$ cat src/rtl/pe_array_controller_if.sv
// Scheduler/PE-array bundle for pe_array_controller: tile command inputs plus array sequencing outputs.
// The master side issues Start/Abort/KLen; the slave side is the controller.
interface pe_array_controller_if #(
    parameter int ROWS    = 4,
    parameter int COLS    = 4,
    parameter int K_WIDTH = 16
);
    localparam int RW = (ROWS > 1) ? $clog2(ROWS) : 1;

    logic               Start;
    logic               Abort;
    logic [K_WIDTH-1:0] KLen;
    logic               Busy;
    logic               Done;
    logic               PeSyncRst;
    logic               PeLoad;
    logic               PeEn;
    logic [RW-1:0]      WRowIdx;
    logic               InReq;
    logic [K_WIDTH-1:0] InIdx;
    logic [COLS-1:0]    OutColValid;

    modport master (
        output Start, Abort, KLen,
        input  Busy, Done, PeSyncRst, PeLoad, PeEn, WRowIdx, InReq, InIdx, OutColValid
    );

    modport slave (
        input  Start, Abort, KLen,
        output Busy, Done, PeSyncRst, PeLoad, PeEn, WRowIdx, InReq, InIdx, OutColValid
    );
endinterface

$ cat src/rtl/pe_array_controller.sv
// Systolic-array tile sequencer: clear, load ROWS weight rows, stream KLen vectors, drain, pulse Done.
// Start->Done is 2*ROWS+COLS+KLen cycles (ROWS+2 for KLen=0); no backpressure, Abort returns to IDLE.
module pe_array_controller #(
    parameter int ROWS    = 4,
    parameter int COLS    = 4,
    parameter int K_WIDTH = 16
) (
    input  logic                  CLK,
    input  logic                  ASYNC_RST,
    pe_array_controller_if.slave  bus
);
    localparam int RW        = (ROWS > 1) ? $clog2(ROWS) : 1;
    localparam int DRAIN_LEN = ROWS + COLS - 2;
    // Wide enough that KLen+ROWS+COLS-2 never wraps.
    localparam int TW        = K_WIDTH + 1 + $clog2(ROWS + COLS + 1);

    typedef enum logic [2:0] {IDLE, CLEAR, LOAD_W, COMPUTE, DRAIN, DONE} state_t;

    state_t             state, state_nxt;
    logic [RW-1:0]      row_cnt;
    logic [TW-1:0]      t_cnt;
    logic [K_WIDTH-1:0] klen_q;
    logic [TW-1:0]      klen_t;
    logic               last_row, compute_end, drain_end;

    assign klen_t      = TW'(klen_q);
    assign last_row    = (row_cnt == RW'(ROWS - 1));
    assign compute_end = (t_cnt == klen_t - TW'(1));
    assign drain_end   = (t_cnt == klen_t + TW'(DRAIN_LEN) - TW'(1));

    always_ff @(posedge CLK or negedge ASYNC_RST) begin
        if (!ASYNC_RST) begin
            state   <= IDLE;
            row_cnt <= '0;
            t_cnt   <= '0;
            klen_q  <= '0;
        end else begin
            state <= state_nxt;
            if (state == IDLE && bus.Start)
                klen_q <= bus.KLen;
            if (state == LOAD_W && state_nxt == LOAD_W)
                row_cnt <= row_cnt + RW'(1);
            else
                row_cnt <= '0;
            // Phase counter runs from the first COMPUTE cycle and carries into DONE.
            if ((state == COMPUTE || state == DRAIN) && state_nxt != IDLE)
                t_cnt <= t_cnt + TW'(1);
            else
                t_cnt <= '0;
        end
    end

    always_comb begin
        state_nxt = state;
        case (state)
            IDLE:    if (bus.Start) state_nxt = CLEAR;
            CLEAR:   state_nxt = LOAD_W;
            LOAD_W:  if (last_row) state_nxt = (klen_q == '0) ? DONE : COMPUTE;
            COMPUTE: if (compute_end) state_nxt = (DRAIN_LEN == 0) ? DONE : DRAIN;
            DRAIN:   if (drain_end) state_nxt = DONE;
            DONE:    state_nxt = IDLE;
            default: state_nxt = IDLE;
        endcase
        if (bus.Abort && state != IDLE)
            state_nxt = IDLE;
    end

    // Moore outputs: decoded purely from the state and counter registers.
    always_comb begin
        bus.Busy        = (state != IDLE);
        bus.Done        = (state == DONE);
        bus.PeSyncRst   = (state == CLEAR);
        bus.PeLoad      = (state == LOAD_W);
        bus.WRowIdx     = (state == LOAD_W) ? row_cnt : '0;
        bus.PeEn        = (state == COMPUTE) || (state == DRAIN);
        bus.InReq       = (state == COMPUTE);
        bus.InIdx       = (state == COMPUTE) ? t_cnt[K_WIDTH-1:0] : '0;
        bus.OutColValid = '0;
        if (state == COMPUTE || state == DRAIN || state == DONE) begin
            for (int c = 0; c < COLS; c++) begin
                bus.OutColValid[c] = (t_cnt >= TW'(ROWS + c)) &&
                                     (t_cnt < TW'(ROWS + c) + klen_t);
            end
        end
    end
endmodule

$ cat src/flat_wrapper.sv
// flat-port wrapper written by rule: the top's interface ports become plain ports
module pe_array_controller_flat 
#(
    parameter int ROWS    = 4,
    parameter int COLS    = 4,
    parameter int K_WIDTH = 16
)
  (CLK, ASYNC_RST, bus_Start, bus_Abort, bus_KLen, bus_Busy, bus_Done, bus_PeSyncRst, bus_PeLoad, bus_PeEn, bus_WRowIdx, bus_InReq, bus_InIdx, bus_OutColValid);
  pe_array_controller_if #(.ROWS(ROWS), .COLS(COLS), .K_WIDTH(K_WIDTH)) bus_i ();
  input  logic CLK;
  input  logic ASYNC_RST;
  input wire logic [$bits(bus_i.Start)-1:0] bus_Start;
  input wire logic [$bits(bus_i.Abort)-1:0] bus_Abort;
  input wire logic [$bits(bus_i.KLen)-1:0] bus_KLen;
  output wire logic [$bits(bus_i.Busy)-1:0] bus_Busy;
  output wire logic [$bits(bus_i.Done)-1:0] bus_Done;
  output wire logic [$bits(bus_i.PeSyncRst)-1:0] bus_PeSyncRst;
  output wire logic [$bits(bus_i.PeLoad)-1:0] bus_PeLoad;
  output wire logic [$bits(bus_i.PeEn)-1:0] bus_PeEn;
  output wire logic [$bits(bus_i.WRowIdx)-1:0] bus_WRowIdx;
  output wire logic [$bits(bus_i.InReq)-1:0] bus_InReq;
  output wire logic [$bits(bus_i.InIdx)-1:0] bus_InIdx;
  output wire logic [$bits(bus_i.OutColValid)-1:0] bus_OutColValid;
  assign bus_i.Start = bus_Start;
  assign bus_i.Abort = bus_Abort;
  assign bus_i.KLen = bus_KLen;
  assign bus_Busy = bus_i.Busy;
  assign bus_Done = bus_i.Done;
  assign bus_PeSyncRst = bus_i.PeSyncRst;
  assign bus_PeLoad = bus_i.PeLoad;
  assign bus_PeEn = bus_i.PeEn;
  assign bus_WRowIdx = bus_i.WRowIdx;
  assign bus_InReq = bus_i.InReq;
  assign bus_InIdx = bus_i.InIdx;
  assign bus_OutColValid = bus_i.OutColValid;
  pe_array_controller #(.ROWS(ROWS), .COLS(COLS), .K_WIDTH(K_WIDTH)) u_core (.CLK(CLK), .ASYNC_RST(ASYNC_RST), .bus(bus_i));
endmodule
$ cat config.mk
export PLATFORM = sky130hd
export DESIGN_NAME = pe_array_controller_flat
export DESIGN_NICKNAME = d
export VERILOG_FILES = /design/src/rtl/pe_array_controller_if.sv /design/src/rtl/pe_array_controller.sv /design/src/flat_wrapper.sv
export SDC_FILE = /design/constraint.sdc
export NUM_CORES = 1
export LEC_CHECK = 0
export BUFFER_PORTS_ARGS = -buffer_cell sky130_fd_sc_hd__buf_2
export CAP_MARGIN = 20
export CELL_PAD_IN_SITES_DETAIL_PLACEMENT = 2
export CELL_PAD_IN_SITES_GLOBAL_PLACEMENT = 2
export CORE_MARGIN = 2
export CORE_UTILIZATION = 29
export DETAILED_ROUTE_END_ITERATION = 7
export MAX_ROUTING_LAYER = met4
export PLACE_DENSITY = 0.73
export SLEW_MARGIN = 25
export SYNTH_ARGS = -nofsm -noshare
export SYNTH_HDL_FRONTEND = slang
export SYNTH_SLANG_ARGS = --single-unit
$ cat constraint.sdc
create_clock -name CLK -period 8.3 [get_ports CLK]
set_clock_uncertainty 0.2 [all_clocks]
set_input_delay 0.83 -clock CLK [delete_from_list [all_inputs] [get_ports CLK]]
set_output_delay 0.83 -clock CLK [all_outputs]
set_load 0.01 [all_outputs]
# Yosys cells after proc, flatten, opt, wreduce, memory -nomap -nowiden
# Cells that the tools add are included.
[op_classes]
addsub = 8
n_lt_le_gt_ge = 8
n_eq_ne = 9
mux = 12
reduce_logical = 14
[op_table]
columns = ["operator", "count"]
rows = [
  ["$ge 21x3->1 const B", 4],
  ["$lt 21x21->1", 4],
  ["$add 3x16->17 const A", 3],
  ["$eq 21x21->1", 2],
  ["$add 21x1->21 const B", 1],
  ["$mux 21", 1],
  ["$sub 21x1->21 const B", 1],
  ["$mux 3", 6],
  ["$add 16x3->17 const B", 1],
  ["$sub 16x1->17 const B", 1],
  ["$logic_not 16->1", 1],
  ["$mux 16", 1],
  ["$pmux 3 s5", 1],
  ["$eq 3x2->1 const B", 3],
  ["$logic_and 1x1->1", 8],
  ["$eq 3x3->1 const B", 2],
  ["$reduce_bool 3->1", 2],
  ["$mux 2", 2],
  ["$mux 4", 1],
  ["$eq 3x1->1 const B", 1],
  ["$logic_not 3->1", 1],
  ["$add 2x1->2 const B", 1],
  ["$eq 2x2->1 const B", 1],
  ["$logic_or 1x1->1", 2],
]
[totals]
reg_bits = 42
in_bits = 20
output_inout_bits = 28
wordCells = 55

# Longest topological paths before layout
# Gate-level depths: netlist (run 1).
[depth]
ltp_word = 9
ltp_mapped = 16
depth_no_buf = 16

# Least setup slack after synthesis (run 1)
# Ideal clock, no wire load.
[synth_timing]
path_kind = "flip-flop to output port"
from = "register u_core.klen_q[2]"
to = "output port bus_OutColValid[2]"
arrival_ns = 3.063
required_ns = 7.270
slack_ns = 4.207
path_stages_with_launch = 15
n_path_buf = 1
cell_sequence = "dfrtp_1 -> inv_1 -> ha_1 -> a21oi_2 -> buf_2 -> nor3_1 -> xnor2_1 -> ha_1 -> o21a_1 -> o21a_1 -> a21oi_1 -> o21ai_0 -> a2111oi_0 -> nor3_1 -> nor3_1"
[synth_via]
elab_chain_len = 4
[synth_lines]
columns = ["item", "line", "rtl"]
rows = [
  ["start, declared", "pe_array_controller.sv:22", "logic [K_WIDTH-1:0] klen_q;"],
  ["start signal, assigned", "pe_array_controller.sv:40", "klen_q <= bus.KLen;"],
  ["$add 16x3->17", "pe_array_controller.sv:82", "(t_cnt < TW'(ROWS + c) + klen_t);"],
  ["$lt 21x21->1", "pe_array_controller.sv:82", ""],
  ["$logic_and 1x1->1", "pe_array_controller.sv:81", "bus.OutColValid[c] = (t_cnt >= TW'(ROWS + c)) &&"],
  ["$mux 4", "pe_array_controller.sv:79", "if (state == COMPUTE || state == DRAIN || state == DONE) begin"],
  ["end, declared", "flat_wrapper.sv:23", "output wire logic [$bits(bus_i.OutColValid)-1:0] bus_OutColValid;"],
]
# Every way passes these cells.

# Final worst setup path (run 1)
# Same ends and word-level chain as after synthesis.

==> results of run 1 <==
[state kept, by name, summed over array words and instances (netlist names)]
name	cells
u_core.state	3
u_core.t_cnt	21
u_core.klen_q	16
u_core.row_cnt	2
[how the worst max path moves through the flow]
| stage | end | slack, ns |
|---|---|---|
| floorplan | bus_OutColValid[2] | 4.21 |
| global placement | bus_OutColValid[2] | 3.61 |
| detailed placement | bus_OutColValid[2] | 3.42 |
| CTS | bus_OutColValid[2] | 3.06 |
| global route | bus_OutColValid[2] | 2.80 |
| finish | bus_OutColValid[2] | 3.07 |
[power groups by stage]
stage	clock [uW]	sequential, uW	combinational [uW]
global placement	0	447	1050
finish	213	451	1120
floorplan	0	297	960
global route	224	467	1240
CTS	215	451	1120
detailed placement	0	455	1110
[cell type report]
cell class	count	share of cell area (%)
Tap cell	265	5.19
Clock buffer	5	1.96
Clock inverter	3	0.333
Inverter	16	0.940
Sequential cell	42	16.4
Multi-Input combinational cell	607	71.1
Timing Repair Buffer	50	4.07
[metrics by stage]
step,util [%],power (uW),hold slack (ns),worst slack (ns),cells
after floorplan,-,1260,0.221,4.21,707
after global routing,32.5,1940,0.289,2.80,988
final,32.5,1780,0.271,3.07,988
after CTS,32.5,1790,0.280,3.06,988
after global placement,31.8,1490,0.239,3.61,980
after detailed placement,31.8,1560,0.270,3.42,980
[cell families after synthesis]
logic type      count (synthesis)
fa+ha+maj                      80
mux                            14
compound gates                115
flops                          42
simple gates                  289
buf+inv                        58
xor+xnor                      109
[cell usage after synthesis, types with 16 or more instances]
master	n
a21oi_1	24
and3_1	25
clkbuf_1	26
dfrtp_1	42
ha_1	80
inv_1	16
nand2_1	56
nand3_1	27
nand4_1	17
nor2_1	61
nor3_1	24
o21a_1	17
o21ai_0	30
xnor2_1	64
xor2_1	42
[per-layer routing]
metal  routed length [um]  GRT usage, %  vias up  share of wire (%)
met4                  373          4.90        0                1.8
met2                10600          35.7       70                 50
met5                    0             -        -                  0
met1                 9470          25.6     2709                 45
met3                  570          1.81       19                2.7
li1                     -             -     2550                  -
[worst reg2reg max path, stage by stage (launching register included)]
cell	delay, ns
dfrtp_1	0.87
nand2_1	0.50
nor4_2	0.65
xnor2_1	0.32
nand2_1	0.16
or4b_1	0.50
a21oi_1	0.17
a221o_2	0.15
nand4_2	0.18
a221oi_2	0.27
[cell usage in the layout (no fill, tap or decap), types with 6 or more instances in the layout]
| cell | Yosys | routed |
|---|---|---|
| ha_1 | 80 | 80 |
| xnor2_1 | 64 | 64 |
| nor2_1 | 61 | 60 |
| nand2_1 | 56 | 56 |
| buf_2 | 7 | 46 |
| xor2_1 | 42 | 42 |
| dfrtp_1 | 42 | 42 |
| o21ai_0 | 30 | 30 |
| nand3_1 | 27 | 27 |
| and3_1 | 25 | 25 |
| a21oi_1 | 24 | 24 |
| nor3_1 | 24 | 24 |
| nand4_1 | 17 | 17 |
| o21a_1 | 17 | 17 |
| inv_1 | 16 | 16 |
| nor2b_1 | 13 | 13 |
| nor4_1 | 11 | 11 |
| mux2_2 | 10 | 10 |
| or3_1 | 9 | 9 |
| nand2b_1 | 8 | 8 |
| a21o_1 | 6 | 6 |
==> out/results.tsv, run 1 <==
stage	metric	value	unit
setup_path	Crit path buffers/inverters	2	
place	Post-DP Area	6240	um2
finish	post-layout net count	822	
finish	Final Cell Area	6390	um2
yosys	compound-cell area share of the yosys netlist	13.9	%
floorplanning	Die Width	146	um
pwr	Max VDD drop	0.0909	mV
yosys	post-synth top area share	18.0	%
yosys	syn nets	807	
yosys	simple logic cell fraction of the synthesized area	27.0	%
sta	setup_tns	0	ns
hold_path	Hold/Removal Path Class	flop to flop	
status	status	finished clean	
finish	Sequential Area	1050	um2
yosys	Synth Area in XOR/XNOR	16.9	%
run	Max Cap Violations	0	
drt	via count	5348	
sta	Tmin final	5.23	ns
yosys	ys async rst share	100	%
pwr	power per cell area	279	nW/um2
clocking	cts hold-fix bufs	0	
pwr	combinational power share	62.7	%
grt	initial antenna violation count	0	
clocking	Clk pin slew, worst setup/hold paths	0.07	ns
yosys	sequential area share after synthesis	18.0	%
clocking	number of CTS-inserted buffers	5	
sta	Hold Violations, Final	0	
yosys	post-synthesis area per instance	8.28	um2
drt	DRT Pass-1 Iters	4	
setup_path	Req. time, crit path	7.27	ns
floorplanning	initial core utilization	29.8	%
yosys	synthesized flop and latch total	42	
setup_path	cell mode on critical path	nor3_1	
yosys	Post-synth EDFFs	0	
place	DP Wirelength	16500	um
drt	residual DRC count	0	
yosys	mux share of post-synthesis cell area	2.63	%
finish	fill count	2345	
drt	drt first-iter violations	212	
hold_path	Hold Path Origin	u_core.row_cnt[0]	
clocking	# clock sinks	42	
yosys	warnings from Yosys	0	
finish	Area growth syn-to-layout	9.17	%
setup_path	Startpoint Class	flop	
pwr	Sequential Power Share	25.3	%
setup_path	Reg2Reg Launch Point	u_core.klen_q[4]	
floorplanning	I/O pin count	48	
setup_path	crit path max-delay cell type	a21oi_2	
finish	share of cells above drive strength 1	13.1	%
drt	wire per inst	21.2	um
floorplanning	core area	19700	um2
yosys	main flop type after synthesis	dfrtp_1	
yosys	main combinational cell family by area after synthesis	simple AND/OR/NAND/NOR gates	
clocking	Max Root-Sink Buffers	2	
pwr	LEAKAGE	0.00277	uW
pwr	switching share of power	53.9	%
clocking	Clock Latency Late Sink	0.30	ns
setup_path	Crit Path Max Fanout	13	
setup_path	CP Capture Type	output port	
clocking	cts repair resizes	0	
yosys	Mapped Cells	707	
hold_path	worst hold path depth	1	
yosys	synth unique cells	76	
setup_path	r2r worst-path depth	9	
pwr	Switch Pwr	960	uW
yosys	Adder-Cell Fraction of Synth Area	17.1	%
grt	global-route wire length before repair	33900	um
setup_path	CP Launch Point	u_core.klen_q[2]	
sta	Slew HR	44.4	%
sta	Worst Max-Slew Pin Slew	0.833	ns
sta	unrepaired setup endpoints after global routing	false	
setup_path	Levels on crit path	14	
setup_path	crit-path leading delay family	compound AO/OA/AOI/OAI gates	
clocking	Post-CTS Setup Inserts	0	
place	input/output buffers	47	
setup_path	arrival time worst endpoint	4.20	ns
yosys	largest area contributor in the netlist	dfrtp_1	
drt	Via density	5.41	
clocking	root buf cell	clkbuf_16	
drt	antenna viol nets, final	0	
place	RePlAce Congestion	0.880	
setup_path	Crit path largest cell delay	0.61	ns
finish	Diodes inserted	0	
grt	total grt overflow	0	
setup_path	crit path cell chain	inv_1, ha_1, a21oi_2, nor3_1, xnor2_1, ha_1, o21a_1, o21a_1, a21oi_1, o21ai_0, a2111oi_0, nor3_1, nor3_1, buf_2	
grt	Total GRT Usage	20.5	%
grt	vias in the first global route	5953	
floorplanning	area of the die	21300	um2
setup_path	R2R Setup Slk	4.26	ns
yosys	synth top area cells	dfrtp_1, ha_1, xnor2_1, xor2_1, nor2_1	
pwr	Int Pwr	822	uW
sta	fin crit share	63.1	%
drt	final wirelength	21000	um
clocking	CTS tree	yes	
floorplanning	Die Y-Extent	146	um
sta	f_max	191	MHz
grt	largest net degree at the start of global routing	43	
sta	endpoints failing setup	0	
sta	Slew Viols, Final	0	
finish	area of the multi-input gates	4540	um2
clocking	H-tree depth	2	
hold_path	Min-Delay Endpoint	u_core.row_cnt[0]	
floorplanning	Std-Cell Rows	51	
pwr	power share of the clock group	11.9	%
setup_path	Critical Setup Path Class	flop to output port	
setup_path	RR Endpoint	u_core.state[0]	
yosys	Synth Cell Area	5850	um2
Note: power is estimated with default switching activity, not from simulation.
==> run 2: changes to the inputs <==
Clock period 8.3 ns to 5.4 ns, I/O delays scaled along.
==> run 2 against run 1 <==
- worst setup slack got worse by 2.6 ns
- critical path depth did not move
- first-iteration DRC count rose by 35%
- final cell count rose by 0.61%
- sequential cell count did not move
- critical endpoint unchanged
- die area did not move
- core utilization rose by 0.41 points
- via count rose by 1.5%
- global-route usage rose by 0.38 points
==> out/results.tsv, run 2 (synthesis gave the netlist of run 1 again) <==
stage	metric	value	unit	change
status	status	finished clean		
setup_path	crit-path leading delay family	compound AO/OA/AOI/OAI gates		
floorplanning	area of the die	21300	um2	unchanged
sta	Slew HR	43.2	%	-1.3 points
drt	residual DRC count	0		unchanged
drt	wire per inst	21.5	um	+1.4%
grt	vias in the first global route	6091		+2.3%
floorplanning	Die Width	146	um	unchanged
sta	f_max	202	MHz	
floorplanning	Die Y-Extent	146	um	unchanged
finish	Top reg by flops	u_core.t_cnt		
clocking	Clock Latency Late Sink	0.30	ns	about the same
finish	commonest cells after routing, fill and taps aside	ha_1, xnor2_1, nor2_1, nand2_1, buf_2		
floorplanning	I/O pin count	48		unchanged
finish	max FFs per register	21		unchanged
place	DP Wirelength	16900	um	+2.4%
finish	Area growth syn-to-layout	10.5	%	
sta	Slew Viols, Final	0		unchanged
drt	antenna viol nets, final	0		unchanged
clocking	cts hold-fix bufs	0		unchanged
place	RePlAce Congestion	0.848		-3.6%
clocking	H-tree depth	2		unchanged
hold_path	Hold/Removal Path Class	input pin to async pin		
grt	GR Layer Usage met2	37.1	%	+1.4 points
grt	global-route wire length before repair	34300	um	+1.1%
clocking	Post-CTS Setup Inserts	0		unchanged
setup_path	R2R Setup Slk	1.46	ns	-2.80 ns
drt	DRT Pass-1 Iters	4		unchanged
sta	Hold Violations, Final	0		unchanged
setup_path	Crit Path Max Fanout	13		unchanged
drt	Via density	5.46		+0.92%
floorplanning	Std-Cell Rows	51		unchanged
place	input/output buffers	47		unchanged
clocking	CTS tree	yes		
grt	total grt overflow	0		unchanged
setup_path	Critical Setup Path Class	flop to output port		
finish	share of cells above drive strength 1	13.7	%	+0.58 points
clocking	number of CTS-inserted buffers	5		unchanged
setup_path	crit path cell chain	inv_1, ha_1, a21oi_2, nor3_1, xnor2_1, ha_1, o21a_1, o21a_1, a21oi_1, o21ai_0, a2111oi_0, nor3_1, nor3_1, buf_2		
drt	drt first-iter violations	286		+35%
setup_path	Startpoint Class	flop		
clocking	root buf cell	clkbuf_16		
grt	largest net degree at the start of global routing	26		-40%
run	Max Cap Violations	0		unchanged
setup_path	arrival time worst endpoint	4.21	ns	about the same
floorplanning	initial core utilization	29.8	%	unchanged
grt	M3 GR Usage	2.03	%	+0.22 points
clocking	Clk pin slew, worst setup/hold paths	0.07	ns	about the same
setup_path	Req. time, crit path	4.66	ns	-2.61 ns
finish	post-layout net count	828		+0.73%
sta	Worst Max-Slew Pin Slew	0.853	ns	+0.0191 ns
finish	Final Util	32.9	%	+0.41 points
finish	Diodes inserted	0		unchanged
drt	via count	5430		+1.5%
finish	most common cell after layout, fill and taps aside	ha_1		
sta	endpoints failing setup	0		unchanged
finish	fill count	2303		-1.8%
drt	final wirelength	21400	um	+2.0%
setup_path	cell mode on critical path	nor3_1		
setup_path	CP Capture Type	output port		
clocking	Max Root-Sink Buffers	2		unchanged
finish	Largest regs	u_core.t_cnt x21, u_core.klen_q x16, u_core.state x3		
setup_path	Crit path buffers/inverters	2		unchanged
pwr	power per cell area	435	nW/um2	+56%
setup_path	Crit path largest cell delay	0.61	ns	about the same
grt	grt met1 use	25.6	%	-0.043 points
pwr	LEAKAGE	0.00281	uW	+1.5%
pwr	Max VDD drop	0.149	mV	+64%
sta	Tmin final	4.95	ns	
grt	GR peak layer	met2		
grt	Total GRT Usage	20.8	%	+0.38 points
setup_path	crit path max-delay cell type	a21oi_2		
sta	unrepaired setup endpoints after global routing	false		
floorplanning	core area	19700	um2	unchanged
clocking	cts repair resizes	0		unchanged
sta	setup_tns	0	ns	unchanged
grt	initial antenna violation count	0		unchanged
sta	fin crit share	91.7	%	
clocking	# clock sinks	42		unchanged
[run 2: path summary, 6_finish.rpt]
path | start | to | cells after the start
setup / recovery | u_core.klen_q[2] | bus_OutColValid[2] | 14
hold / removal | ASYNC_RST | u_core.row_cnt[1] | 1
setup reg to reg | u_core.klen_q[3] | u_core.state[1] | 11
hold reg to reg | u_core.row_cnt[0] | u_core.row_cnt[0] | 1
max in group asynchronous | ASYNC_RST | u_core.t_cnt[16] | 2
min in group CLK | bus_KLen[14] | u_core.klen_q[14] | 3
[run 2: where the power goes]
part	internal [uW]	switching, uW	total [uW]
clock network	219	145	364
registers	379	270	649
logic	733	1070	1800
total	1330	1480	2810
[run 2: metrics by stage]
stage | worst slack [ns] | area (um2) | hold WS [ns] | cells | total power, uW
floorplan | 1.60 | 5850 | 0.0444 | 707 | 1930
global placement | 0.997 | 6280 | 0.238 | 985 | 2320
detailed placement | 0.843 | 6300 | 0.301 | 986 | 2430
CTS | 0.476 | 6470 | 0.0336 | 994 | 2830
global route | 0.227 | 6470 | 0.0429 | 994 | 3050
finish | 0.447 | 6470 | 0.0232 | 994 | 2810
[run 2: cell type report]
class | count | area, um2 | area share, %
inverter | 16 | 60.1 | 0.928
clock inverter | 2 | 37.5 | 0.580
multi-input combinational | 607 | 4550 | 70.3
tap | 265 | 332 | 5.12
sequential | 42 | 1050 | 16.2
timing repair buffer | 56 | 315 | 4.87
clock buffer | 6 | 129 | 1.99
[run 2: per-layer routing]
layer	vias to the layer above	wire (um)
li1	2562	-
met1	2780	9690
met3	22	450
met4	0	337
met5	-	0
met2	66	10900
[run 2: worst register-to-register path: cells and delay by family (launching register included)]
kind / cells / cell delay, ns
AO/OA/AOI/OAI: 3 / 0.78
adder cells (fa/ha/maj): 1 / 0.28
buffers and inverters: 1 / 0.25
flip-flops: 1 / 0.57
AND/OR/NAND/NOR: 6 / 1.71
